### config.mk
export PLATFORM = sky130hd
export DESIGN_NAME = confidence_window
export DESIGN_NICKNAME = d
export VERILOG_FILES = /design/src/rtl/confidence_pkg.sv /design/src/rtl/window_regfile.sv /design/src/rtl/confidence_window.sv
export SDC_FILE = /design/constraint.sdc
export NUM_CORES = 1
export LEC_CHECK = 0
export ABC_AREA = 1
export CAP_MARGIN = 15
export CORE_ASPECT_RATIO = 0.6
export CORE_UTILIZATION = 30
export CTS_CLUSTER_SIZE = 40
export DETAILED_ROUTE_END_ITERATION = 8
export PLACE_DENSITY = 0.45
export SLEW_MARGIN = 10
export SYNTH_ARGS = -nofsm -noshare
export SYNTH_HDL_FRONTEND = slang
export SYNTH_SLANG_ARGS = --single-unit
export TNS_END_PERCENT = 30
### constraint.sdc
create_clock -name clk -period 4.05 [get_ports clk]
set_clock_uncertainty 0.15 [all_clocks]
set_input_delay 0.81 -clock clk [delete_from_list [all_inputs] [get_ports clk]]
set_output_delay 0.81 -clock clk [all_outputs]
set_load 0.05 [all_outputs]
### src/rtl/confidence_pkg.sv
// Shared constants and FSM encoding for the confidence averaging window.
package confidence_pkg;
   localparam int WIN_LOG2       = 4;
   localparam int SCORE_W        = 7;
   localparam int SCORE_IN_MAX   = 100;
   localparam int SCORE_DISP_MAX = 99;

   typedef enum logic [1:0] {
      S_IDLE   = 2'd0,
      S_UPDATE = 2'd1,
      S_OUTPUT = 2'd2
   } state_t;
endpackage

### src/rtl/window_regfile.sv
// Sample store for the window: one write port, one asynchronous read port, no reset.
module window_regfile #(
   parameter int ADDR_W = 4,
   parameter int DATA_W = 7
) (
   input  logic              clk,
   input  logic              we,
   input  logic [ADDR_W-1:0] waddr,
   input  logic [DATA_W-1:0] wdata,
   input  logic [ADDR_W-1:0] raddr,
   output logic [DATA_W-1:0] rdata
);
   logic [DATA_W-1:0] mem [(1<<ADDR_W)];

   always_ff @(posedge clk) begin
      if (we) mem[waddr] <= wdata;
   end

   assign rdata = mem[raddr];
endmodule

### src/rtl/confidence_window.sv
// Running average of the last 2**WIN_LOG2 confidence samples, clamped for a two-digit display.
module confidence_window
   import confidence_pkg::*;
#(
   parameter int WIN_LOG2 = confidence_pkg::WIN_LOG2,
   parameter int SCORE_W  = confidence_pkg::SCORE_W
) (
   input  logic               clk,
   input  logic               rst_n,
   input  logic               clear,
   input  logic               sample_valid,
   input  logic [SCORE_W-1:0] sample_data,
   output logic               sample_ready,
   output logic [SCORE_W-1:0] confidence_score,
   output logic               score_valid,
   output logic               window_full
);
   localparam int DEPTH = 1 << WIN_LOG2;
   localparam int SUM_W = SCORE_W + WIN_LOG2;
   localparam int CNT_W = WIN_LOG2 + 1;

   state_t              state;
   logic [SCORE_W-1:0]  hold;
   logic [SCORE_W-1:0]  rd_data;
   logic [SCORE_W-1:0]  evicted;
   logic [SCORE_W-1:0]  clamped;
   logic [SCORE_W-1:0]  score_c;
   logic [WIN_LOG2-1:0] wr_ptr;
   logic [CNT_W-1:0]    count;
   logic [SUM_W-1:0]    sum;
   logic [SUM_W-1:0]    avg;
   logic                full_c;
   logic                wr_en;

   assign sample_ready = (state == S_IDLE);
   assign full_c       = (count == CNT_W'(DEPTH));
   // Slots are only read once the window has wrapped, so unreset contents never leak.
   assign evicted      = full_c ? rd_data : '0;
   assign clamped      = (sample_data > SCORE_W'(SCORE_IN_MAX)) ? SCORE_W'(SCORE_IN_MAX) : sample_data;
   assign avg          = sum >> WIN_LOG2;
   assign score_c      = (avg > SUM_W'(SCORE_DISP_MAX)) ? SCORE_W'(SCORE_DISP_MAX) : avg[SCORE_W-1:0];
   assign wr_en        = (state == S_UPDATE) && !clear;

   window_regfile #(.ADDR_W(WIN_LOG2), .DATA_W(SCORE_W)) u_regfile (
      .clk   (clk),
      .we    (wr_en),
      .waddr (wr_ptr),
      .wdata (hold),
      .raddr (wr_ptr),
      .rdata (rd_data)
   );

   always_ff @(posedge clk or negedge rst_n) begin
      if (!rst_n) begin
         state            <= S_IDLE;
         hold             <= '0;
         sum              <= '0;
         count            <= '0;
         wr_ptr           <= '0;
         confidence_score <= '0;
         score_valid      <= 1'b0;
         window_full      <= 1'b0;
      end else if (clear) begin
         state            <= S_IDLE;
         sum              <= '0;
         count            <= '0;
         wr_ptr           <= '0;
         confidence_score <= '0;
         score_valid      <= 1'b0;
         window_full      <= 1'b0;
      end else begin
         case (state)
            S_IDLE: begin
               if (sample_valid) begin
                  hold  <= clamped;
                  state <= S_UPDATE;
               end
            end
            S_UPDATE: begin
               sum         <= sum - SUM_W'(evicted) + SUM_W'(hold);
               wr_ptr      <= wr_ptr + 1'b1;
               count       <= full_c ? count : count + 1'b1;
               window_full <= full_c || (count == CNT_W'(DEPTH - 1));
               state       <= S_OUTPUT;
            end
            S_OUTPUT: begin
               if (full_c) begin
                  confidence_score <= score_c;
                  score_valid      <= 1'b1;
               end
               state <= S_IDLE;
            end
            default: state <= S_IDLE;
         endcase
      end
   end
endmodule
==> impl_metrics.env, run 1 <==
export IMPL_holdPathStages=2
export IMPL_fin_cells=1096
export IMPL_ys_types=30
export IMPL_initial_core_util_pct=30.5
export IMPL_vias=5094
export IMPL_tightest_slew_ps=920
export IMPL_dpl_cell_count=1064
export IMPL_post_cts_setup_buffers=0
export IMPL_path_max_fanout=17
export IMPL_finalWorstSetupSlack_ps=656
export IMPL_nets=807
export IMPL_wire_per_inst_um=17.1
export IMPL_rows=43
export IMPL_gp_congestion=0.892
export IMPL_drt_pre_antenna_iters=6
export IMPL_drive_above_1_share_pct=8.32
export IMPL_root_buffer="clkbuf_16"
export IMPL_status="finished, final reports clean"
export IMPL_clk_latency_ps=420
export IMPL_final_setup_viol_count=0
export IMPL_first_global_vias=4927
export IMPL_drt_met1_wl_um=10500
export IMPL_fin_crit_sh_pct=83.8
export IMPL_clock_path_buffers=2
export IMPL_startpoint_type="flop"
export IMPL_cp_arrival_ps=3550
export IMPL_reg2regPathDepth=20
export IMPL_first_iter_violations=384
export IMPL_fmax_mhz=295
export IMPL_cts_tree="done"
export IMPL_power_mw=4.57
export IMPL_hold_buffers=0
export IMPL_final_cell_area_sq_um=8310
export IMPL_fin_crit_ps=3390
export IMPL_place_area_sq_um=7760
export IMPL_r2r_slack_ps=660
export IMPL_synthCells=721
export IMPL_dr_max_layer_used="met4"
export IMPL_power_density_nw_per_um2=550
export IMPL_synth_warning_count=0
export IMPL_ios=21
export IMPL_worstSetupPathType="reg -> reg"
export IMPL_pre_cts_ws_ps=668
export IMPL_detail_route_vias_per_cell=4.65
export IMPL_synth_seq_cells=150
export IMPL_leakage_nw=3.35
export IMPL_wl_met3_um=922
export IMPL_tns_ps=0
export IMPL_syn_area_sq_um=7050
export IMPL_area_growth_pct=17.9
export IMPL_die_h_um=121
export IMPL_overflow=0
export IMPL_final_util_pct=36.0
export IMPL_die_area_sq_um=24100
export IMPL_cts_max_level=4
export IMPL_ant_nets=0
export IMPL_ctsResizeCount=0
export IMPL_io_buffers=20
export IMPL_drv_cap=0
export IMPL_cts_buffers=17
export IMPL_die_width_um=200
export IMPL_grt_pass1_wl_um=29000
export IMPL_hpwl_um=13100
export IMPL_core_area_sq_um=23100
export IMPL_worstPathRequired_ps=4210
export IMPL_finalMaxSlewViolations=0
export IMPL_wirelength_um=18700
export IMPL_grtUsageTotal_pct=16.7
export IMPL_grt_antenna_before_repair=0
export IMPL_avgSynthCellArea_sq_um=9.77
export IMPL_hold_viol_final=0
export IMPL_hp_class="reg -> reg"
export IMPL_wl_met2_um=7120
export IMPL_grt_max_degree=60
export IMPL_drc=0
export IMPL_synth_fp_nets=760
export IMPL_yosysSeqAreaShare_pct=61.2
export IMPL_clk_pin_slew_ps=60
export IMPL_end_kind="flop"
export IMPL_vdd_drop_max_v=0.000308
export IMPL_rsz0062_at_grt="no"
export IMPL_cts_num_sinks=150
export IMPL_whs_ps=335
export IMPL_antenna_cells=0
export IMPL_relSlewSlack_pct=38.7
-- synth_stat cells --
master      n  share of area (%)
nand2_2     1              0.089
inv_1      67                3.6
buf_2      11               0.78
ha_1       21                3.7
xor2_1      1               0.12
o21ai_0    63                4.5
nor2_1    144                7.7
o22ai_1     5               0.44
o31ai_1     2               0.21
dfrtp_1    38                 13
edfxtp_1  112                 48
nor3_1     17                1.2
nor2_2      2               0.18
clkbuf_2    1              0.071
nand2_1   146                7.8
a22oi_1     1               0.11
fa_1        7                2.0
a211oi_1    1               0.11
nand4_1     4               0.36
nor2_4      1               0.16
clkbuf_1    5               0.27
xnor2_1     2               0.25
a22o_1      1               0.12
buf_4       7               0.75
inv_2       2               0.11
nand3b_1    1               0.11
and2_1      1              0.089
a21oi_1    13               0.92
nand3_1    26                1.8
o21ai_1    18                1.3
-- power breakdown --
part           total (mW)  leakage (nW)  internal, mW  switching [mW]
combinational        1.28          1.56         0.395           0.888
clock                1.49         0.267         0.894           0.596
sequential           1.80          1.52          1.75          0.0469
total                4.57          3.35          3.04            1.53
-- routing by layer --
| metal | global-route usage [%] | up-vias |
|---|---|---|
| li1 | - | 2486 |
| met1 | 27.8 | 2493 |
| met2 | 20.9 | 107 |
| met3 | 3.46 | 8 |
| met4 | 4.48 | 0 |
| met5 | 0 | - |
-- cell families (layout without fill, tap and decap cells) --
group | Yosys count | count (layout) | share of synthesized area, %
fa+ha+maj | 28 | 28 | 5.72
simple gates | 343 | 343 | 19.5
xor+xnor | 3 | 3 | 0.373
buf+inv | 93 | 153 | 5.54
compound gates | 104 | 104 | 7.67
flops | 150 | 150 | 61.2
-- worst max-delay path, cell delays in order (launching register included) --
cell,delay [ps]
dfrtp_1,380
buf_4,200
inv_1,90
buf_4,180
nor2_1,60
o21ai_0,80
nand2_1,160
nand2_1,100
nand2_1,50
nor2_1,110
nor2_1,70
fa_1,490
inv_1,40
ha_1,360
nand2_1,120
nor2_1,200
nand3_1,170
nand3_1,120
nand2_1,50
nand3_1,60
nand2_1,50
-- worst paths after layout --
| kind | from | end |
|---|---|---|
| hold reg to reg | confidence_score[1] | confidence_score[1] |
| setup / recovery | wr_ptr[1] | sum[9] |
| setup reg to reg | wr_ptr[1] | sum[9] |
| hold / removal | confidence_score[1] | confidence_score[1] |
| max in group asynchronous | rst_n | wr_ptr[0] |
| min in group asynchronous | rst_n | confidence_score[0] |
-- flip-flops by register name, indices dropped and copies added, names as in the netlist, 2 cells and up --
signal	cells
u_regfile.mem	112
wr_ptr	4
hold	7
confidence_score	7
state	2
count	5
sum	11
-- layout make-up --
cell class	instances	area, sq um
fillers	2328	14800
flip-flops and latches	150	4320
multi-input cells	478	2340
repair buffers	52	448
clock buffers	20	437
well taps	315	394
inverters	69	259
clock inverters	12	111
-- cells in the final DEF (no fill, tap or decap), types with 4 or more instances in the layout --
cell type,count
dfrtp_1,37
nand2_1,146
clkinv_1,4
inv_1,67
clkbuf_16,17
clkdlybuf4s50_1,19
fa_1,7
a21oi_1,13
nor2_1,144
clkinv_2,4
edfxtp_1,112
o22ai_1,5
nor3_1,17
nand3_1,26
o21ai_1,18
ha_1,21
o21ai_0,63
buf_4,31
nand4_1,4
Note: power is estimated with default switching activity, not from simulation.
==> run 2: changes to the inputs <==
- clock period: 4.05 -> 3.39 ns (I/O delays scaled with it)
==> impl_metrics.env, run 2 (synthesis gave the netlist of run 1 again) <==
export IMPL_hp_class="in -> async"
export IMPL_wl_met3_um=850
export IMPL_drive_above_1_share_pct=11.3
export IMPL_rows=43
export IMPL_drt_pre_antenna_iters=5
export IMPL_r2r_slack_ps=200
export IMPL_tightest_slew_ps=935
export IMPL_status="finished, final reports clean"
export IMPL_fin_crit_sh_pct=94.2
export IMPL_clock_path_buffers=2
export IMPL_nets=816
export IMPL_drc=0
export IMPL_wirelength_um=18800
export IMPL_final_cell_mix="nand2_1, nor2_1, edfxtp_1, inv_1, o21ai_0"
export IMPL_root_buffer="clkbuf_16"
export IMPL_grt_max_degree=39
export IMPL_wire_per_inst_um=17.0
export IMPL_detail_route_vias_per_cell=4.69
export IMPL_relSlewSlack_pct=37.7
export IMPL_grtUsageTotal_pct=16.8
export IMPL_seq_power_share_pct=37.5
export IMPL_cts_num_sinks=150
export IMPL_hpwl_um=13400
export IMPL_path_max_fanout=28
export IMPL_fin_crit_ps=3190
export IMPL_pwr_share_clk_pct=34.0
export IMPL_dr_max_layer_used="met4"
export IMPL_antenna_cells=0
export IMPL_finalWorstSetupSlack_ps=195
export IMPL_startpoint_type="flop"
export IMPL_cts_tree="done"
export IMPL_power_density_nw_per_um2=669
export IMPL_wl_met2_um=7170
export IMPL_largestRegisters="u_regfile.mem (112), sum (11)"
export IMPL_sw_frac_of_total_pct=32.6
export IMPL_overflow=0
export IMPL_drv_cap=0
export IMPL_fmax_mhz=313
export IMPL_core_area_sq_um=23100
export IMPL_io_buffers=20
export IMPL_leakage_nw=3.45
export IMPL_grt_antenna_before_repair=1
export IMPL_p_comb_share_pct=28.4
export IMPL_clk_latency_ps=420
export IMPL_die_h_um=121
export IMPL_cts_buffers=17
export IMPL_die_width_um=200
export IMPL_final_setup_viol_count=0
export IMPL_gp_congestion=0.890
export IMPL_cts_max_level=4
export IMPL_drt_met1_wl_um=10600
export IMPL_rr_startpoint="wr_ptr[0]"
export IMPL_ios=21
export IMPL_clk_pin_slew_ps=70
export IMPL_cp_arrival_ps=3340
export IMPL_rsz0062_at_grt="yes"
export IMPL_power_mw=5.71
export IMPL_first_global_vias=5045
export IMPL_pre_cts_ws_ps=113
export IMPL_reg2regPathDepth=17
export IMPL_hold_buffers=0
export IMPL_fill_cells=2275
export IMPL_hold_viol_final=0
export IMPL_die_area_sq_um=24100
export IMPL_regMostFlops="u_regfile.mem"
export IMPL_grt_pass1_wl_um=29200
export IMPL_vdd_drop_max_v=0.000312
export IMPL_worstSetupPathType="reg -> reg"
export IMPL_finalMaxSlewViolations=0
export IMPL_reg2reg_to="sum[5]"
export IMPL_vias=5179
export IMPL_whs_ps=248
export IMPL_final_common_cell="nand2_1"
export IMPL_power_internal_mw=3.85
export IMPL_end_kind="flop"
export IMPL_area_growth_pct=21.1
export IMPL_worstPathRequired_ps=3540
export IMPL_initial_core_util_pct=30.5
export IMPL_largest_reg_flops=112
export IMPL_ant_nets=0
export IMPL_p_sw_mw=1.86
export IMPL_final_util_pct=37.0
export IMPL_first_iter_violations=453
==> run 2: per-stage QoR <==
step	area (sq um)	setup TNS [ps]	cells
finish	8530	0	1105
global route	8530	-28.1	1105
CTS	8490	0	1105
detailed placement	7880	0	1073
global placement	7880	0	1073
floorplan	7050	0	721
==> run 2: critical path, cell delays in order, from the launching register on <==
cell and delay, ps:
dfrtp_2 450, inv_2 120, buf_12 170, nor2_1 50, o21ai_1 270, nand2_1 170, nand2_1 100, nor2_1 40
nor2_1 130, fa_1 430, inv_1 70, ha_2 310, nand2_1 90, nand3_1 140, nand2_1 90, nand2_1 80
nor2_1 110, o22ai_1 90
==> run 2: metal layers <==
layer / track usage [%] / vias up
met3: 3.74 / 15
li1: - / 2499
met2: 21.5 / 90
met4: 4.20 / 0
met5: 0 / -
met1: 27.4 / 2575
==> run 2: cell type report <==
class	count	area, sq um	area share, %
inverter	69	259	3.03
sequential	150	4320	50.6
clock inverter	7	78.8	0.924
timing repair buffer	61	569	6.67
clock buffer	25	538	6.30
tap	315	394	4.62
multi-input combinational	478	2380	27.9
==> run 2: worst max path at each step <==
stage,from,endpoint
finish,wr_ptr[0],sum[5]
global route,wr_ptr[0],sum[9]
CTS,wr_ptr[0],sum[7]
detailed placement,wr_ptr[0],sum[7]
global placement,wr_ptr[0],sum[7]
floorplan,wr_ptr[1],sum[8]
==> run 2: power groups by stage <==
stage	combinational [mW]	clock, mW	sequential (mW)
CTS	1.57	1.98	2.14
finish	1.62	1.94	2.14
global route	1.84	2.07	2.15
floorplan	1.01	0	2.20
detailed placement	1.56	0	2.18
global placement	1.55	0	2.18
==> run 2: timing repair <==
action,in CTS,in global routing
buffers inserted,0,0
setup endpoints to repair,0,6
resized for setup,0,14
hold endpoints to repair,0,0
